File: src/rtl/fetch_pkg.sv
// rtl/fetch_pkg.sv - shared types and widths for the fetch controller
package fetch_pkg;

    localparam int PC_W    = 16;
    localparam int INSTR_W = 16;

    typedef enum logic [1:0] {
        IDLE  = 2'b00,
        FETCH = 2'b01,
        ISSUE = 2'b10,
        HALT  = 2'b11
    } fetch_state_t;

endpackage

File: src/rtl/dff.sv
// rtl/dff.sv - enable flop cell with synchronous active-high clear
module dff #(
    parameter int W = 1
) (
    input  logic         clk,
    input  logic         rst,
    input  logic         en,
    input  logic [W-1:0] d,
    output logic [W-1:0] q
);

    // Clear wins over load; otherwise hold unless enabled
    always_ff @(posedge clk) begin
        if (rst) begin
            q <= '0;
        end else if (en) begin
            q <= d;
        end
    end

endmodule

File: src/rtl/fetch_ctrl_instr_reg.sv
// rtl/fetch_ctrl_instr_reg.sv - holding register for the fetched instruction word
module instr_reg
    import fetch_pkg::*;
(
    input  logic               clk,
    input  logic               rst,
    input  logic               wen,
    input  logic [INSTR_W-1:0] d,
    output logic [INSTR_W-1:0] q
);

    dff #(.W(INSTR_W)) u_word (
        .clk (clk),
        .rst (rst),
        .en  (wen),
        .d   (d),
        .q   (q)
    );

endmodule

File: src/rtl/fetch_ctrl.sv
// rtl/fetch_ctrl.sv - PC sequencing, imem handshake and instruction issue (option: FETCH_PERF_CNT_EN)
module fetch_ctrl
    import fetch_pkg::*;
#(
    parameter logic [PC_W-1:0] PC_INC = 16'd2
) (
    input  logic               clk,
    input  logic               rst,
    input  logic [PC_W-1:0]    pc_cur,
    output logic [PC_W-1:0]    pc_next,
    output logic               pc_wen,
    output logic               imem_req,
    output logic [PC_W-1:0]    imem_addr,
    input  logic               imem_ready,
    input  logic [INSTR_W-1:0] imem_data,
    output logic [INSTR_W-1:0] instr,
    output logic               instr_valid,
    input  logic               stall,
    input  logic               redirect,
    input  logic [PC_W-1:0]    redirect_target,
    input  logic               halt_dec,
`ifdef FETCH_PERF_CNT_EN
    output logic [15:0]        fetch_cnt,
    output logic [15:0]        stall_cnt,
`endif
    output logic               halted
);

    fetch_state_t state;
    logic         consume;
    logic         capture;

    // An instruction leaves ISSUE only when decode is not stalling
    assign consume = (state == ISSUE) && !stall;
    assign capture = (state == FETCH) && imem_ready;

    // State sequencing; reset from any state discards an in-flight response
    always_ff @(posedge clk) begin
        if (rst) begin
            state <= IDLE;
        end else begin
            case (state)
                IDLE:    state <= FETCH;
                FETCH:   state <= imem_ready ? ISSUE : FETCH;
                ISSUE:   begin
                    if (!stall) begin
                        state <= halt_dec ? HALT : FETCH;
                    end
                end
                default: state <= HALT;
            endcase
        end
    end

    instr_reg u_instr_reg (
        .clk (clk),
        .rst (rst),
        .wen (capture),
        .d   (imem_data),
        .q   (instr)
    );

    assign imem_req    = (state == FETCH);
    assign imem_addr   = (state == FETCH) ? pc_cur : '0;
    assign instr_valid = (state == ISSUE);
    assign halted      = (state == HALT);
    assign pc_wen      = consume && !halt_dec;

    // Branch targets are forced to instruction alignment; sequential fetch wraps mod 2^16
    always_comb begin
        pc_next = pc_cur;
        if (pc_wen) begin
            if (redirect) begin
                pc_next = redirect_target & ~16'h0001;
            end else begin
                pc_next = pc_cur + PC_INC;
            end
        end
    end

`ifdef FETCH_PERF_CNT_EN
    // Saturating counts of consumed instructions and stalled issue cycles
    always_ff @(posedge clk) begin
        if (rst) begin
            fetch_cnt <= '0;
            stall_cnt <= '0;
        end else begin
            if (consume && (fetch_cnt != 16'hFFFF)) begin
                fetch_cnt <= fetch_cnt + 16'd1;
            end
            if ((state == ISSUE) && stall && (stall_cnt != 16'hFFFF)) begin
                stall_cnt <= stall_cnt + 16'd1;
            end
        end
    end
`endif

endmodule

File: config.mk
export PLATFORM = sky130hd
export DESIGN_NAME = fetch_ctrl
export DESIGN_NICKNAME = d
export VERILOG_FILES = /design/src/rtl/fetch_pkg.sv /design/src/rtl/dff.sv /design/src/rtl/fetch_ctrl_instr_reg.sv /design/src/rtl/fetch_ctrl.sv
export SDC_FILE = /design/constraint.sdc
export NUM_CORES = 1
export LEC_CHECK = 0
export ABC_CLOCK_PERIOD_IN_PS = 2100
export CAP_MARGIN = 0
export CORE_ASPECT_RATIO = 2
export CORE_MARGIN = 1.5
export CORE_UTILIZATION = 25
export CTS_CLUSTER_SIZE = 14
export DETAILED_ROUTE_END_ITERATION = 8
export PLACE_DENSITY = 0.72
export SLEW_MARGIN = 20
export SYNTH_ARGS = -nofsm -noshare
export SYNTH_HDL_FRONTEND = slang
export SYNTH_SLANG_ARGS = --single-unit
File: constraint.sdc
create_clock -name clk -period 2.1 [get_ports clk]
set_input_delay 0.42 -clock clk [delete_from_list [all_inputs] [get_ports clk]]
set_output_delay 0.42 -clock clk [all_outputs]
set_load 0.02 [all_outputs]
==> results of run 1 <==
-- layout make-up --
class	instances	area, sq um	area share [%]
Sequential cell	18	361.6	12.56
Tap cell	58	72.57	2.521
Timing Repair Buffer	152	1323	45.94
Clock buffer	4	55.05	1.912
Multi-Input combinational cell	163	1046	36.33
Inverter	5	21.27	0.7388
-- sequential cells by signal, indices dropped and copies added (netlist names) --
name                  flops
u_instr_reg.u_word.q     16
state                     2
-- cells by family (layout without fill, tap and decap cells) --
| kind of cell | count (synthesis) | in the layout |
|---|---|---|
| multiplexers | 3 | 3 |
| adder cells (fa/ha/maj) | 1 | 1 |
| AO/OA/AOI/OAI | 58 | 58 |
| buffers and inverters | 19 | 161 |
| flip-flops | 18 | 18 |
| AND/OR/NAND/NOR | 101 | 101 |
-- path summary, 6_finish.rpt --
path / end / cells past startpoint
setup / recovery: pc_next[14] / 6
hold / removal: u_instr_reg.u_word.q[0] / 2
hold reg to reg: u_instr_reg.u_word.q[0] / 2
setup reg to reg: u_instr_reg.u_word.q[1] / 6
-- layer usage --
metal	GRT usage [%]	share of wire, %	vias up
met5	0	0	-
met4	7.679	1.7	0
met3	6.180	7.8	8
met2	37.07	58	70
met1	18.31	33	914
li1	-	-	990
-- power breakdown --
part | internal, mW | leakage, nW | switching [mW] | total (mW)
clock network | 0.167 | 0.0288 | 0.118 | 0.285
logic | 0.256 | 1.06 | 0.254 | 0.510
registers | 0.360 | 0.147 | 0.00865 | 0.369
-- cell usage in the layout, fill, tap and decap left out, types with 2 or more instances in the layout --
master,instances
a211oi_1,3
nor3_2,3
buf_2,8
clkbuf_8,4
buf_6,11
dfxtp_1,17
nand3_1,4
nor4_1,2
dlygate4sd2_1,24
clkdlybuf4s50_1,54
clkbuf_2,5
a311oi_1,2
nor4_4,3
nand4_1,3
o21ai_0,9
a21oi_1,25
o21ai_1,5
o2bb2ai_1,2
inv_1,4
nand2_1,41
nor2b_1,3
nand2b_1,2
nor3_1,4
mux2i_1,3
nor2_1,6
buf_4,48
a31oi_1,2
and2_1,19
-- cell usage after synthesis --
library cell   n  area, sq um
o41ai_1        1        8.760
o2bb2ai_1      2        17.52
buf_4          2        15.01
nor4_2         1        12.51
nor2_1         7        26.28
nand2_1       43        161.4
inv_1          4        15.01
inv_2          1        3.750
a31oi_1        2        12.51
nor2b_1        3        18.77
nand4_1        3        18.77
a22oi_1        1        7.510
nand3_1        6        30.03
a311oi_1       2        17.52
a2bb2oi_1      1        8.760
buf_1          3        11.26
a211oi_1       4        30.03
a41oi_1        1        8.760
or3b_2         1        8.760
a21boi_0       1        7.510
and2_1        19        118.9
or4b_4         1        13.76
ha_1           1        12.51
o22ai_1        1        6.260
a21oi_1       25        125.1
mux2i_1        3        30.03
a32oi_1        1        8.760
nand2b_1       2        12.51
a31o_2         1        8.760
clkbuf_1       7        26.28
dfxtp_1       18        360.4
nor3_1         8        40.04
o21ai_0       15        75.07
nor4_1         5        31.28
and4_1         1        8.760
buf_2          2        10.01
and4b_1        1        10.01
-- metrics by stage --
step                      setup TNS (ps)  hold slack (ps)
after floorplan                        0            480.1
final                              -1083            452.2
after detailed placement          -14730            445.7
after CTS                          -1543            454.5
after global placement            -14440            442.0
after global routing               -2152            473.9
-- critical path: stages (launching register included) --
cell and delay [ps]:
dfxtp_2 320, or4b_4 570, inv_4 100, o21ai_1 50
a21boi_2 150, a211oi_2 180, buf_4 180
-- what timing repair did --
| item | CTS | global route |
|---|---|---|
| gates resized for setup | 151 | 30 |
| setup buffers | 3 | 4 |
| pin swaps | 13 | 8 |
| setup endpoints to repair | 34 | 17 |
| cloned | 0 | 0 |
==> flow_summary_export.csv, run 1 <==
group,metric,value,unit
detailed_routing,drc_errors,0,
setup_path,regToRegSetupSlack,520,ps
detailed_routing,detail_route.iter0.violations,20,
run_status,outcome,"finished with violations",
yosys,ys_types,37,
setup_path,startpoint_of_the_most_critical_setup_path,"state[0]",
timing,timing_worst_slew_pin_value,641.3,ps
timing,fin_crit_sh,107.1,%
setup_path,critical_path_peak_fanout,4,
finish,antennaDiodeCount,0,
floorplanning,io-pin-count,106,
timing,worst_slew_margin_rel,57.11,%
power,total_power,1.163,mW
timing,setup_viol_count_final,15,
timing,drv_slew,0,
yosys,synth-seq-area-share,26.92,%
finish,finish.cell_count_without_fillers,400,
detailed_routing,drtPass1Iterations,4,
detailed_routing,detail_route.wl_per_cell,14.09,um
global_routing,globalRoute.totalOverflow,0,
detailed_routing,vias_per_cell,4.955,
timing,final_critical_path_setup_slack,-148.3,ps
global_routing,first_global_vias,2073,
finish,drive_gt1_share,29.53,%
yosys,postSynthRegisterBits,18,
yosys,synth_area_in_xor_xnor,0,%
placement,gp_congestion,0.8130,
power,power.ir.vdd_worst,0.5001,mV
yosys,yosys.area_share.simple,38.22,%
placement,post-dp-hpwl,4422,um
yosys,synthesis.instances,200,
floorplanning,core,5139,sq um
placement,dp_cells,389,
timing,fin_skew,2.975,ps
clocking,ctsHtreeMaxLevel,1,
power,p_per_area,404.0,nW/um^2
floorplanning,die_h,106.5,um
finish,fin_nets,398,
clocking,clock-root-buffer,"clkbuf_8",
finish,final_area,2879,sq um
yosys,synth_compound_area_share,25.61,%
clocking,clock_tree.buffer_depth,2,
clocking,numClockSinks,18,
yosys,post_synth_mux_area_share,2.243,%
floorplanning,floorplan.die_area,5830,sq um
yosys,post_synth_fa_ha_maj_area_fraction,0.9346,%
finish,finished_core_util,56.03,%
placement,io_buffers,104,
timing,hold_viol,0,
placement,place_ws,-903.7,ps
yosys,post_synth.cell_area_avg,6.694,sq um
floorplanning,floorplan.rows,37,
global_routing,grt_overall_usage,19.89,%
clocking,path_clk_slew,70,ps
detailed_routing,wl,5634,um
setup_path,critPathCaptureType,"output pin",
yosys,mappedNetlistNets,255,
setup_path,worst_setup_path_start_kind,"flip-flop",
yosys,yosys_warnings,0,
power,p_leak,1.240,nW
floorplanning,initial_core_util,26.05,%
setup_path,crit-reg2reg-launch,"state[0]",
timing,achievable-frequency,444.8,MHz
timing,rsz0062_at_grt,"yes",
detailed_routing,dr_total_vias,1982,
run,max-cap-violations,0,
setup_path,timing_worst_setup_path_type,"reg -> out",
clocking,clock_latency,260,ps
clocking,cts_hold_buffers,0,
yosys,synthesis.area,1339,sq um
hold_path,worst_hold_startpoint,"u_instr_reg.u_word.q[0]",
global_routing,initial_antenna_violation_count,0,
global_routing,grt_first_pass_wirelength,8804,um
clocking,cts_buf_count,3,
detailed_routing,detail-route-antenna-nets,0,
hold_path,worstHoldPathType,"reg -> reg",
finish,fillers,472,
timing,min_period,2248,ps
finish,area_delta_synth_final,115.0,%
floorplanning,floorplan.die.width,54.75,um
setup_path,worstPathRequired,1680,ps
setup_path,cp_data_arrival_time,1830,ps
placement,postPlaceCellArea,2709,sq um
run_status,failing_checks,"negative setup slack",
clocking,cts_tree,"yes",
global_routing,grt_max_degree,19,
yosys,synth_top_family_by_area,"simple AND/OR/NAND/NOR gates",
No activity file was read; power rests on OpenSTA's default activity.
==> run 2, diff against run 1 <==
Settings changed: CTS_CLUSTER_DIAMETER from default to 120.
==> results of run 2 <==
The final DEF is identical to that of run 1; final timing and power are the same.
